==> src/rtl/interfaz_salida_param.sv <==
// ---------------------------------------------------------------------------
// interfaz_salida_param
//
// Output interface of an N-floor elevator car. It latches the button lamps
// until the car serves them and registers the floor number and travel
// direction for the displays. While the door is open, the floor display
// blinks.
//
// Ports:
//   clk            system clock, rising edge
//   rst_n          asynchronous active-low reset
//   solicitud      one-cycle button pulses. The bit map is:
//                    [PISOS-1:0]           car buttons, floors 0..PISOS-1
//                    [2*PISOS-2:PISOS]     hall-up buttons, floors 0..PISOS-2
//                    [3*PISOS-3:2*PISOS-1] hall-down buttons, floors 1..PISOS-1
//   piso_actual    current car floor
//   subiendo       car moving up
//   bajando        car moving down
//   puerta_abierta door open at piso_actual
//   luces          latched lamp per button, using the same map as solicitud
//   display_num    floor shown on the display
//   display_dir    [0] activity (moving or any lamp lit), [1] travelling down
//   display_on     display enable, which blinks while the door is open
// ---------------------------------------------------------------------------
module interfaz_salida_param #(
  parameter int PISOS      = 4,
  parameter int ANCHO_PISO = 2,
  parameter int BLINK_DIV  = 4,
  parameter int N_BOT      = 10
) (
  input  logic                  clk,
  input  logic                  rst_n,
  input  logic [N_BOT-1:0]      solicitud,
  input  logic [ANCHO_PISO-1:0] piso_actual,
  input  logic                  subiendo,
  input  logic                  bajando,
  input  logic                  puerta_abierta,
  output logic [N_BOT-1:0]      luces,
  output logic [ANCHO_PISO-1:0] display_num,
  output logic [1:0]            display_dir,
  output logic                  display_on
);

  localparam int CW = $clog2(BLINK_DIV) + 1;
  localparam int PW = ANCHO_PISO + 1;
  localparam logic [CW-1:0] CNT_ULT = CW'(BLINK_DIV - 1);
  localparam logic [PW-1:0] PISOS_W = PW'(PISOS);

  typedef enum logic [1:0] {DIR_NONE, DIR_UP, DIR_DOWN} dir_t;
  typedef enum logic [1:0] {REPOSO, MOVIENDO, PUERTA} estado_t;

  dir_t            dir_mem, dir_next;
  estado_t         estado, estado_next;
  logic [CW-1:0]   cnt;
  logic [N_BOT-1:0] servido, luces_next;
  logic            piso_ok, moviendo;

  // A floor code at or above PISOS is treated as invalid. When the code is
  // invalid, no lamp is served and the display keeps its last valid value.
  assign piso_ok  = {1'b0, piso_actual} < PISOS_W;
  assign moviendo = subiendo ^ bajando;

  // Build the mask of lamps served at the open door. The hall lamps obey the
  // remembered travel direction. Lamps that do not exist (up at the top
  // floor, down at floor 0) are never touched.
  always_comb begin
    servido = '0;
    if (puerta_abierta && piso_ok) begin
      for (int f = 0; f < PISOS; f++) begin
        if (piso_actual == ANCHO_PISO'(f)) begin
          servido[f] = 1'b1;
          if (f < PISOS - 1 && dir_mem != DIR_DOWN) servido[PISOS + f] = 1'b1;
          if (f > 0 && dir_mem != DIR_UP) servido[2*PISOS - 2 + f] = 1'b1;
        end
      end
    end
  end

  // Clearing a lamp wins over a new press of the same lamp. As a result, a
  // press at an open, servable door never lights its lamp.
  assign luces_next = (luces | solicitud) & ~servido;

  // Remember the last legal travel direction. Forget it only when the car
  // is fully idle: no lamps lit, not moving, and the door closed.
  always_comb begin
    dir_next = dir_mem;
    if (subiendo && !bajando)
      dir_next = DIR_UP;
    else if (bajando && !subiendo)
      dir_next = DIR_DOWN;
    else if (luces == '0 && !subiendo && !bajando && !puerta_abierta)
      dir_next = DIR_NONE;
  end

  // Indicator FSM. An open door takes priority over motion.
  always_comb begin
    estado_next = estado;
    if (puerta_abierta)
      estado_next = PUERTA;
    else begin
      case (estado)
        PUERTA:   estado_next = moviendo ? MOVIENDO : REPOSO;
        REPOSO:   estado_next = moviendo ? MOVIENDO : REPOSO;
        MOVIENDO: estado_next = (!subiendo && !bajando) ? REPOSO : MOVIENDO;
        default:  estado_next = REPOSO;
      endcase
    end
  end

  // Every output is registered here. The blink counter restarts each time
  // the door opens. This gives BLINK_DIV+1 edges from the door opening
  // until the first dark phase.
  always_ff @(posedge clk or negedge rst_n) begin
    if (!rst_n) begin
      luces       <= '0;
      dir_mem     <= DIR_NONE;
      estado      <= REPOSO;
      cnt         <= '0;
      display_num <= '0;
      display_dir <= 2'b00;
      display_on  <= 1'b1;
    end else begin
      luces       <= luces_next;
      dir_mem     <= dir_next;
      estado      <= estado_next;
      display_dir <= {dir_next == DIR_DOWN, (|luces_next) | subiendo | bajando};
      if (piso_ok)
        display_num <= piso_actual;
      if (estado_next == PUERTA) begin
        if (estado != PUERTA) begin
          cnt        <= '0;
          display_on <= 1'b1;
        end else if (cnt == CNT_ULT) begin
          cnt        <= '0;
          display_on <= ~display_on;
        end else begin
          cnt <= cnt + CW'(1);
        end
      end else begin
        cnt        <= '0;
        display_on <= 1'b1;
      end
    end
  end

endmodule

==> config.mk <==
export PLATFORM = sky130hd
export DESIGN_NAME = interfaz_salida_param
export DESIGN_NICKNAME = d
export VERILOG_FILES = /design/src/rtl/interfaz_salida_param.sv
export SDC_FILE = /design/constraint.sdc
export NUM_CORES = 1
export LEC_CHECK = 0
export ABC_AREA = 1
export CAP_MARGIN = 20
export CORE_AREA = 2 2 61 58
export CTS_BUF_LIST = sky130_fd_sc_hd__clkbuf_16
export DETAILED_ROUTE_END_ITERATION = 7
export DIE_AREA = 0 0 63 60
export PLACE_DENSITY = 0.71
export REMOVE_ABC_BUFFERS = 1
export SYNTH_ARGS = -nofsm -noshare
export SYNTH_HDL_FRONTEND = slang
export SYNTH_SLANG_ARGS = --single-unit
export TNS_END_PERCENT = 50
==> constraint.sdc <==
create_clock -name clk -period 1.5 [get_ports clk]
set_clock_uncertainty 0.15 [all_clocks]
set_input_delay 0.15 -clock clk [delete_from_list [all_inputs] [get_ports clk]]
set_output_delay 0.15 -clock clk [all_outputs]
set_load 0.01 [all_outputs]
== After elaboration in Yosys (flattened, before gate mapping) ==
Cells that the tools add are included.
Storage, ports and cells
  memory bits (writable): 0
  bits of input ports: 17
  bits in latches: 0
  memory bits (read-only): 0
  register bits after elaboration: 22
  memories kept: 0
  output and inout bits: 15
  word-level logic and storage cells: 67
Operators by class
  equality and inequality tests: 12
  shift operators: 0
  divide/modulo/power cells: 0
  reductions and logical operators: 14
  multipliers: 0
  muxes and demuxes: 26
  add/sub/neg operators: 1
  bitwise gates (word level): 7
  $lt $le $gt $ge: 0
Operators with widths (count)
  $mux 1: 17
  $and 10x10->10: 1
  $eq 2x2->1 const B: 5
  $logic_not 10->1: 1
  $mux 10: 1
  $not 10->10: 1
  $or 10x10->10: 1
  $reduce_or 10->1: 1
  $mux 3: 3
  $mux 2: 4
  $logic_and 1x1->1: 6
  $eq 2x1->1 const B: 2
  $logic_not 2->1: 2
  $ne 2x2->1 const B: 2
  $add 3x1->3 const B: 1
  $eq 3x2->1 const B: 1
  $logic_not 1->1: 3
  $ne 3x1->1 const B: 1
  $ne 2x1->1 const B: 1
  $or 1x1->1: 2
  $pmux 1 s2: 1
  $reduce_or 2->1: 1
  $not 1->1: 1
  $xor 1x1->1: 1

== Depth between registers and ports, before layout ==
Gate-level depths: netlist of the first run.
  depth in word-level cells: 9
  gate-level depth with buffers: 7
  gate-level depth less buffers: 7

== Worst setup path after synthesis of the first run ==
No wires, ideal clock.
  path kind: flip-flop to flip-flop
  start point: register luces[0]
  end point: register display_dir[0]
  path buffers: 0
  required time: 1225 ps
  path slack: 258 ps
  cell stages (with the launch flop): 6
  data arrival time: 966 ps
  clock period less this slack: 1242 ps
  setup time: 125 ps
  cells stage by stage: dfrtp_1 -> or2_2 -> nand2_1 -> nand3_1 -> nor2_1 -> nand3_1
On the way
  cells in the longest elaborated chain, start to end: 5
Ends and longest elaborated chain
  from (decl): RTL line 38  | output logic [N_BOT-1:0] luces,
  from (signal assigned): RTL line 123  | luces <= luces_next;
  $or 10x10->10: RTL line 81  | assign luces_next = (luces | solicitud) & ~servido;
  $and 10x10->10: RTL line 81
  $reduce_or 10->1: RTL line 126  | display_dir <= {dir_next == DIR_DOWN, (|luces_next) | subiendo | bajando};
  $or 1x1->1 (2 in series): RTL line 126
  to (signal assigned): RTL line 126
  to (decl): RTL line 40  | output logic [1:0] display_dir,
Every way passes these cells.
A chain may end at the register's enable or synchronous reset.

== Worst setup path after layout of the first run ==
  start point: register luces[8]
  end point: output luces[8]
No word-level cell between the ends.

==> results of run 1 <==
## per-stage QoR
step                        util  cells  setup TNS (ns)
after floorplan                -    117               0
after global placement    0.4532    203        -0.09655
after CTS                 0.4776    207               0
after detailed placement  0.4532    203         -0.2631
final                     0.4823    207               0
after global routing      0.4823    207               0
## cells in the final DEF (no fill, tap or decap)
master and instances:
a21oi_1 2, dlymetal6s2s_1 6, nand3_1 5, a21o_1 1, nand2_1 21, o211a_1 1
dfrtp_1 21, o21ai_1 3, dfstp_2 1, nor2_1 24, nand2_2 1, buf_4 11
clkdlybuf4s50_1 24, or2_0 1, clkinv_1 1, nor4_1 1, o21ai_0 3, dlygate4sd2_1 1
or2_2 6, clkbuf_16 3, ha_1 4, inv_1 22
## state kept, by name, indices dropped and copies added, names as in the netlist
signal	count
estado	2
display_on	1
display_dir	2
cnt	3
luces	10
dir_mem	2
display_num	2
## worst max-delay path by stage
stage | start | endpoint | slack (ns)
after floorplan | luces[0]$_DFF_PN0_ | display_dir[0]$_DFF_PN0_ | 0.26
after global placement | puerta_abierta | display_dir[0]$_DFF_PN0_ | -0.06
after detailed placement | puerta_abierta | display_dir[0]$_DFF_PN0_ | -0.11
after CTS | luces[7]$_DFF_PN0_ | luces[7] | 0.01
after global routing | luces[8]$_DFF_PN0_ | luces[8] | 0.002
final | luces[8]$_DFF_PN0_ | luces[8] | 0.04
## metal layers
metal / vias up / share of wire / track usage
li1: 445 / - / -
met1: 397 / 0.48 / 0.1571
met2: 30 / 0.44 / 0.1976
met3: 6 / 0.059 / 0.04143
met4: 0 / 0.023 / 0.07937
met5: - / 0 / 0
## cell type report
type	count	area, um2
fill	302	1645
sequential	22	551.8
timing repair buffer	42	406.6
multi-input combinational	73	357.8
inverter	22	82.58
clock buffer	3	75.07
tap	44	55.05
clock inverter	1	3.754
## report_power, final
part	internal, W	switching, W
combinational	0.000138	0.000112
clock	0.000355	0.000200
sequential	0.000635	0.0000259
## logic make-up after synthesis
kind of cell               count (synthesis)  share of synthesized area
buffers and inverters                     22                    0.08323
DFF                                       22                     0.5561
adders and majority gates                  4                    0.05044
AOI/OAI and AO/OA                         10                    0.05800
and+or+nand+nor                           59                     0.2522
## timing repair
item | CTS | global route
hold buffers | 0 | 0
gates cloned | 0 | 0
pin swaps | 0 | 0
endpoints found under the setup margin | 1 | 6
resized for setup | 1 | 6
==> key figures, run 1 <==
Routing
  • DRT Pass-1 Iters: 4
  • Via count: 878
  • ANT nets after route: 0
  • # DRC: 0
  • Iteration-0 DRC Markers: 13
  • Routed len/inst: 10.53 um
  • Post-Route WL: approximately 2.2 mm
  • Vias per cell: approximately 4.2

Critical path
  • R2r endpoint: dir_mem[1]$_DFF_PN0_
  • Worst setup EP type: output pin
  • CP Depth: 1
  • Flop-to-flop setup slack: 0.15 ns
  • Crit path kind: flip-flop to output pin
  • Slowest cell on crit path: clkdlybuf4s50_1
  • Worst EP arrival: 1.16 ns
  • WP data required: 1.20 ns
  • Worst path cell trace: clkdlybuf4s50_1
  • WP buf/inv: 1
  • Crit-path leading delay family: buffers and inverters
  • Crit path largest cell delay: 0.54 ns
  • FF-to-FF Start: luces[8]$_DFF_PN0_
  • Cells on worst reg2reg path: 5
  • CP Max Fanout: 3
  • Worst Setup Start Kind: flip-flop

Run status
  • Status: finished, final reports clean

Synth
  • Syn. warnings: 0
  • Area of the mapped netlist: 992.2 um2
  • Top cells by count, synth: 24 x nor2_1, 22 x inv_1, 21 x dfrtp_1, 21 x nand2_1, 6 x or2_2
  • Synth area leader: dfrtp_1
  • Post-synth ARST share: 1.000
  • Post-synth top area share: 0.5296
  • Top cells by area, synth: dfrtp_1 53%, nor2_1 9.1%, inv_1 8.3%, nand2_1 7.9%, ha_1 5.0%
  • Sequential-to-total area share from yosys stat: 0.5561
  • Top_reg_cell synth: dfrtp_1
  • Most common cell in the netlist: nor2_1
  • Post-synth EDFFs: 0
  • Synth unique cells: 16
  • #FFs+latches synth: 22
  • Mapped Cells: roughly 120
  • Avg Cell Area, Syn: 8.480 um2

STA
  • Final WS setup: 0.04094 ns
  • Fmax: 685.4 MHz
  • Worst hold slack: 0.1008 ns
  • RSZ-0062 raised after global routing: no
  • Endpoints failing setup: 0
  • Tightest Pin Transition: 0.2768 ns
  • Relative slew slack: 0.8155
  • Min cycle time layout: 1.459 ns
  • Final Cycle Share: 0.9727
  • Final Max Slew Viols: 0
  • Hold Vio Cnt, Final: 0

Run
  • # Max-Cap Violations: 0

Global routing
  • GRT Residual Overflow: 0
  • Largest net degree at the start of global routing: 23
  • First-pass GRT wire length: 3.636 mm
  • GRT Total Usage: 0.1279
  • Initial antenna violation count: 0
  • Vias in the first global route: 883

Layout
  • Area grow syn2layout: 54.48%
  • Nets@finish: around 190
  • Layout cells sized above 1: 0.1350
  • Number of diodes: 0
  • Final instance area: 1533 um2

Place
  • Port bufs: 31
  • DP HPWL: between 1.5 and 2 mm
  • DP Area: between 1000 and 1500 um2
  • Pre-CTS setup slack: -0.1094 ns
  • Placer Congestion: 0.8066

Min path
  • Worst Hold Class: input port to asynchronous set/reset pin

Floorplan
  • Total Die Area: approximately 3800 um2
  • Initial Util: 0.3122
  • Die W: roughly 63 um
  • Die height: 60 um
  • Core Area: 3178 um2
  • # IOs: 32
  • Site Rows: 20

Power
  • Lkg Pwr: 0.7292 nW
  • Peak supply drop: 0.5591 mV
  • Power per cell area: about 960 nW/um2
  • Total power: roughly 0.0015 W

Clock network
  • H-tree depth: 1
  • CTS tree: yes
  • Post-CTS setup buffers: 0
  • Worst-path clk slew: 0.06 ns
  • Clk buf depth: 2
  • CTS Buf Count: 3
  • Clock Latency Late Sink: 0.25 ns
  • CTS sink count: 22
  • CTS root buf: clkbuf_16
(Power assumes the default switching activity.)
==> run 2, diff against run 1 <==
--- a/config.mk
+++ b/config.mk
@@ -7,13 +7,13 @@
 export LEC_CHECK = 0
 export ABC_AREA = 1
 export CAP_MARGIN = 20
-export CORE_AREA = 2 2 61 58
+export CORE_AREA = 2 2 54 51
 export CTS_BUF_LIST = sky130_fd_sc_hd__clkbuf_16
 export DETAILED_ROUTE_END_ITERATION = 7
-export DIE_AREA = 0 0 63 60
-export PLACE_DENSITY = 0.71
+export DIE_AREA = 0 0 56 53
+export PLACE_DENSITY = 0.85
 export REMOVE_ABC_BUFFERS = 1
+export SETUP_SLACK_MARGIN = 0.4
 export SYNTH_ARGS = -nofsm -noshare
 export SYNTH_HDL_FRONTEND = slang
 export SYNTH_SLANG_ARGS = --single-unit
-export TNS_END_PERCENT = 50
==> run 2 against run 1 <==
- core utilization is 19 points higher
- sequential share of layout area is 1.6 points lower
- worst setup slack better by 0.12 ns
- fmax grew 9.1%
- register-to-register slack about the same
- critical path depth grew 5
- worst hold slack lost 0.0055 ns
- combinational power grew 22%
- count of clock-buffer cells in the layout did not move
- routed wire length is 46% higher
==> key figures, run 2 (same netlist as run 1, synthesis figures left out) <==
Run status
  • Status: finished, final reports clean (unchanged)

Clock network
  • CTS root buf: clkbuf_16 (unchanged)
  • CTS sink count: 22 (unchanged)
  • Worst-path clk slew: 0.06 ns (about the same)
  • CTS tree: yes (unchanged)
  • Clk buf depth: 2 (unchanged)
  • H-tree depth: 1 (unchanged)
  • CTS Buf Count: 3 (unchanged)
  • Clock Latency Late Sink: 0.25 ns (about the same)

Layout
  • Area grow syn2layout: 62.17% (was 54.48%)
  • Top Registers: luces x10, cnt x3 (unchanged)
  • Most frequent cells in the layout: 20 x inv_1, 20 x dfrtp_1, 17 x buf_4, 16 x nor2_1, 13 x nand2_1 (was 24 x nor2_1, 24 x clkdlybuf4s50_1, 22 x inv_1, 21 x nand2_1, 21 x dfrtp_1)
  • # fillers: 180 (was 302)
  • Layout cells sized above 1: 0.4277 (was 0.1350)
  • Number of diodes: 0 (unchanged)
  • Nets@finish: 195 (was 185)
  • Max reg flops: 10 (unchanged)
  • Biggest register: luces (unchanged)
  • Util after Layout: 0.6754 (was 0.4823)
  • Final instance area: 1609 um2 (was 1533 um2)

Critical path
  • Worst path cell trace: nand2_2 -> nand3_1 -> nand2_1 -> nand2_1 -> nor2_1 -> nand3_1 (was clkdlybuf4s50_1)
  • Flop-to-flop setup slack: 0.16 ns (was 0.15 ns)
  • Slowest cell on crit path: dfrtp_2 (was clkdlybuf4s50_1)
  • CP Max Fanout: 4 (was 3)
  • WP data required: 1.48 ns (was 1.20 ns)
  • Crit path kind: flip-flop to flip-flop (was flip-flop to output pin)
  • Worst Setup Start Kind: flip-flop (unchanged)
  • Worst setup EP type: flip-flop (was output pin)
  • Crit path largest cell delay: 0.45 ns (was 0.54 ns)
  • Worst EP arrival: 1.32 ns (was 1.16 ns)

Global routing
  • First-pass GRT wire length: 4.623 mm (was 3.636 mm)
  • GRT Total Usage: 0.2054 (was 0.1279)
  • Initial antenna violation count: 0 (unchanged)
  • Largest net degree at the start of global routing: 23 (unchanged)
  • GRT Residual Overflow: 0 (unchanged)
  • Vias in the first global route: 996 (was 883)

Routing
  • Iteration-0 DRC Markers: 37 (was 13)
  • Via count: 1039 (was 878)
  • # DRC: 0 (unchanged)
  • Vias per cell: 5.169 (was 4.242)
  • ANT nets after route: 0 (unchanged)
  • Post-Route WL: 3.178 mm (was 2.179 mm)
  • Routed len/inst: 15.81 um (was 10.53 um)
  • DRT Pass-1 Iters: 4 (unchanged)

Place
  • DP Area: 1420 um2 (was 1440 um2)
  • DP HPWL: 1.907 mm (was 1.713 mm)
  • Pre-CTS setup slack: -0.2637 ns (was -0.1094 ns)
  • Port bufs: 31 (unchanged)
  • Placer Congestion: 0.8965 (was 0.8066)

Floorplan
  • Die height: 53 um (was 60 um)
  • Site Rows: 17 (was 20)
  • Initial Util: 0.4165 (was 0.3122)
  • # IOs: 32 (unchanged)
  • Core Area: 2382 um2 (was 3178 um2)
  • Total Die Area: 2968 um2 (was 3780 um2)
  • Die W: 56 um (was 63 um)

Run
  • # Max-Cap Violations: 0 (unchanged)

STA
  • Min cycle time layout: 1.337 ns (was 1.459 ns)
  • Post-Route Setup TNS: 0 ns (unchanged)
  • Hold Vio Cnt, Final: 0 (unchanged)
  • Worst hold slack: 0.09528 ns (was 0.1008 ns)
  • Fmax: 748.0 MHz (was 685.4 MHz)
  • Final Max Slew Viols: 0 (unchanged)
  • Endpoints failing setup: 0 (unchanged)
  • Final WS setup: 0.1632 ns (was 0.04094 ns)
  • RSZ-0062 raised after global routing: yes (was no)
  • Final Cycle Share: 0.8912 (was 0.9727)
  • Relative slew slack: 0.7773 (was 0.8155)
  • Tightest Pin Transition: 0.3329 ns (was 0.2768 ns)

Power
  • Sw Pwr: 0.0003953 W (was 0.0003378 W)
  • Internal power: 0.001143 W (was 0.001129 W)
  • Comb pwr share: 0.199 (was 0.171)
  • Clock power frac: 0.365 (was 0.378)
  • Peak supply drop: 0.6700 mV (was 0.5591 mV)
  • Power per cell area: 956.0 nW/um2 (was 956.8 nW/um2)
  • Lkg Pwr: 0.7657 nW (was 0.7292 nW)
  • Seq pwr share: 0.435 (was 0.451)
  • Sw frac: 0.2570 (was 0.2303)

Min path
  • Worst Hold Class: input port to asynchronous set/reset pin (unchanged)
run 2: cell count changes in the layout (fill, tap and decap cells not counted), sizes merged:
| cell | previous run | this run |
|---|---|---|
| clkdlybuf4s50 | 24 | 11 |
| clkbuf | 3 | 4 |
| buf | 11 | 35 |
| clkinv | 1 | 0 |
| inv | 22 | 23 |
| dlygate4sd2 | 1 | 4 |
| dlymetal6s2s | 6 | 0 |
| dlygate4sd3 | 0 | 1 |
run 2: what timing repair did:
action | CTS | global route
hold buffers | 0 | 1
endpoints found under the setup margin | 33 | 26
pin swaps | 11 | 15
hold endpoints to repair | 0 | 1
gates resized for setup | 76 | 30
setup buffers | 5 | 4
cloned | 0 | 0
run 2: stage by stage:
step                      std cells  power (W)
after global placement          187  0.0009231
final                           201   0.001538
after detailed placement        187  0.0009346
after CTS                       196   0.001483
after global routing            201   0.001592
after floorplan                 117  0.0007587
run 2: path summary, 6_finish.rpt:
kind	from	end	depth (start not counted)
max	dir_mem[1]$_DFF_PN0_	display_dir[0]$_DFF_PN0_	6
min	rst_n	luces[2]$_DFF_PN0_	2
max reg2reg	dir_mem[1]$_DFF_PN0_	display_dir[0]$_DFF_PN0_	6
min reg2reg	cnt[0]$_DFF_PN0_	cnt[0]$_DFF_PN0_	2
max in group asynchronous	rst_n	display_on$_DFFE_PN1P_	2
min in group clk	puerta_abierta	cnt[2]$_DFF_PN0_	3
run 2: area by class of cell:
class	count	area (um2)	share of cell area
sequential	22	553.0	0.3437
multi-input combinational	73	444.2	0.2761
timing repair buffer	52	415.4	0.2582
inverter	22	82.58	0.05132
clock buffer	3	75.07	0.04666
tap	28	35.03	0.02177
clock inverter	1	3.754	0.002333
run 2: routing by layer:
layer  vias to the layer above  part of all wire  global-route usage
met5                         -                 0                   0
met4                         0             0.043              0.1071
met3                        18             0.054             0.02445
met2                        61              0.52              0.3725
met1                       498              0.38              0.2419
li1                        462                 -                   -
run 2: worst max-delay path: cells and delay by family, from the launching register on:
family	cells	cell delay, ns
simple gates	6	0.61
flops	1	0.45
run 2: power by group through the flow:
stage,Sequential [W],Clock (W),Combinational (W)
3_5_place_dp,0.000674,0,0.000261
3_3_place_gp,0.000672,0,0.000252
6_report,0.000670,0.000562,0.000306
2_1_floorplan,0.000682,0,0.0000768
4_1_cts,0.000665,0.000557,0.000260
5_1_grt,0.000674,0.000589,0.000329
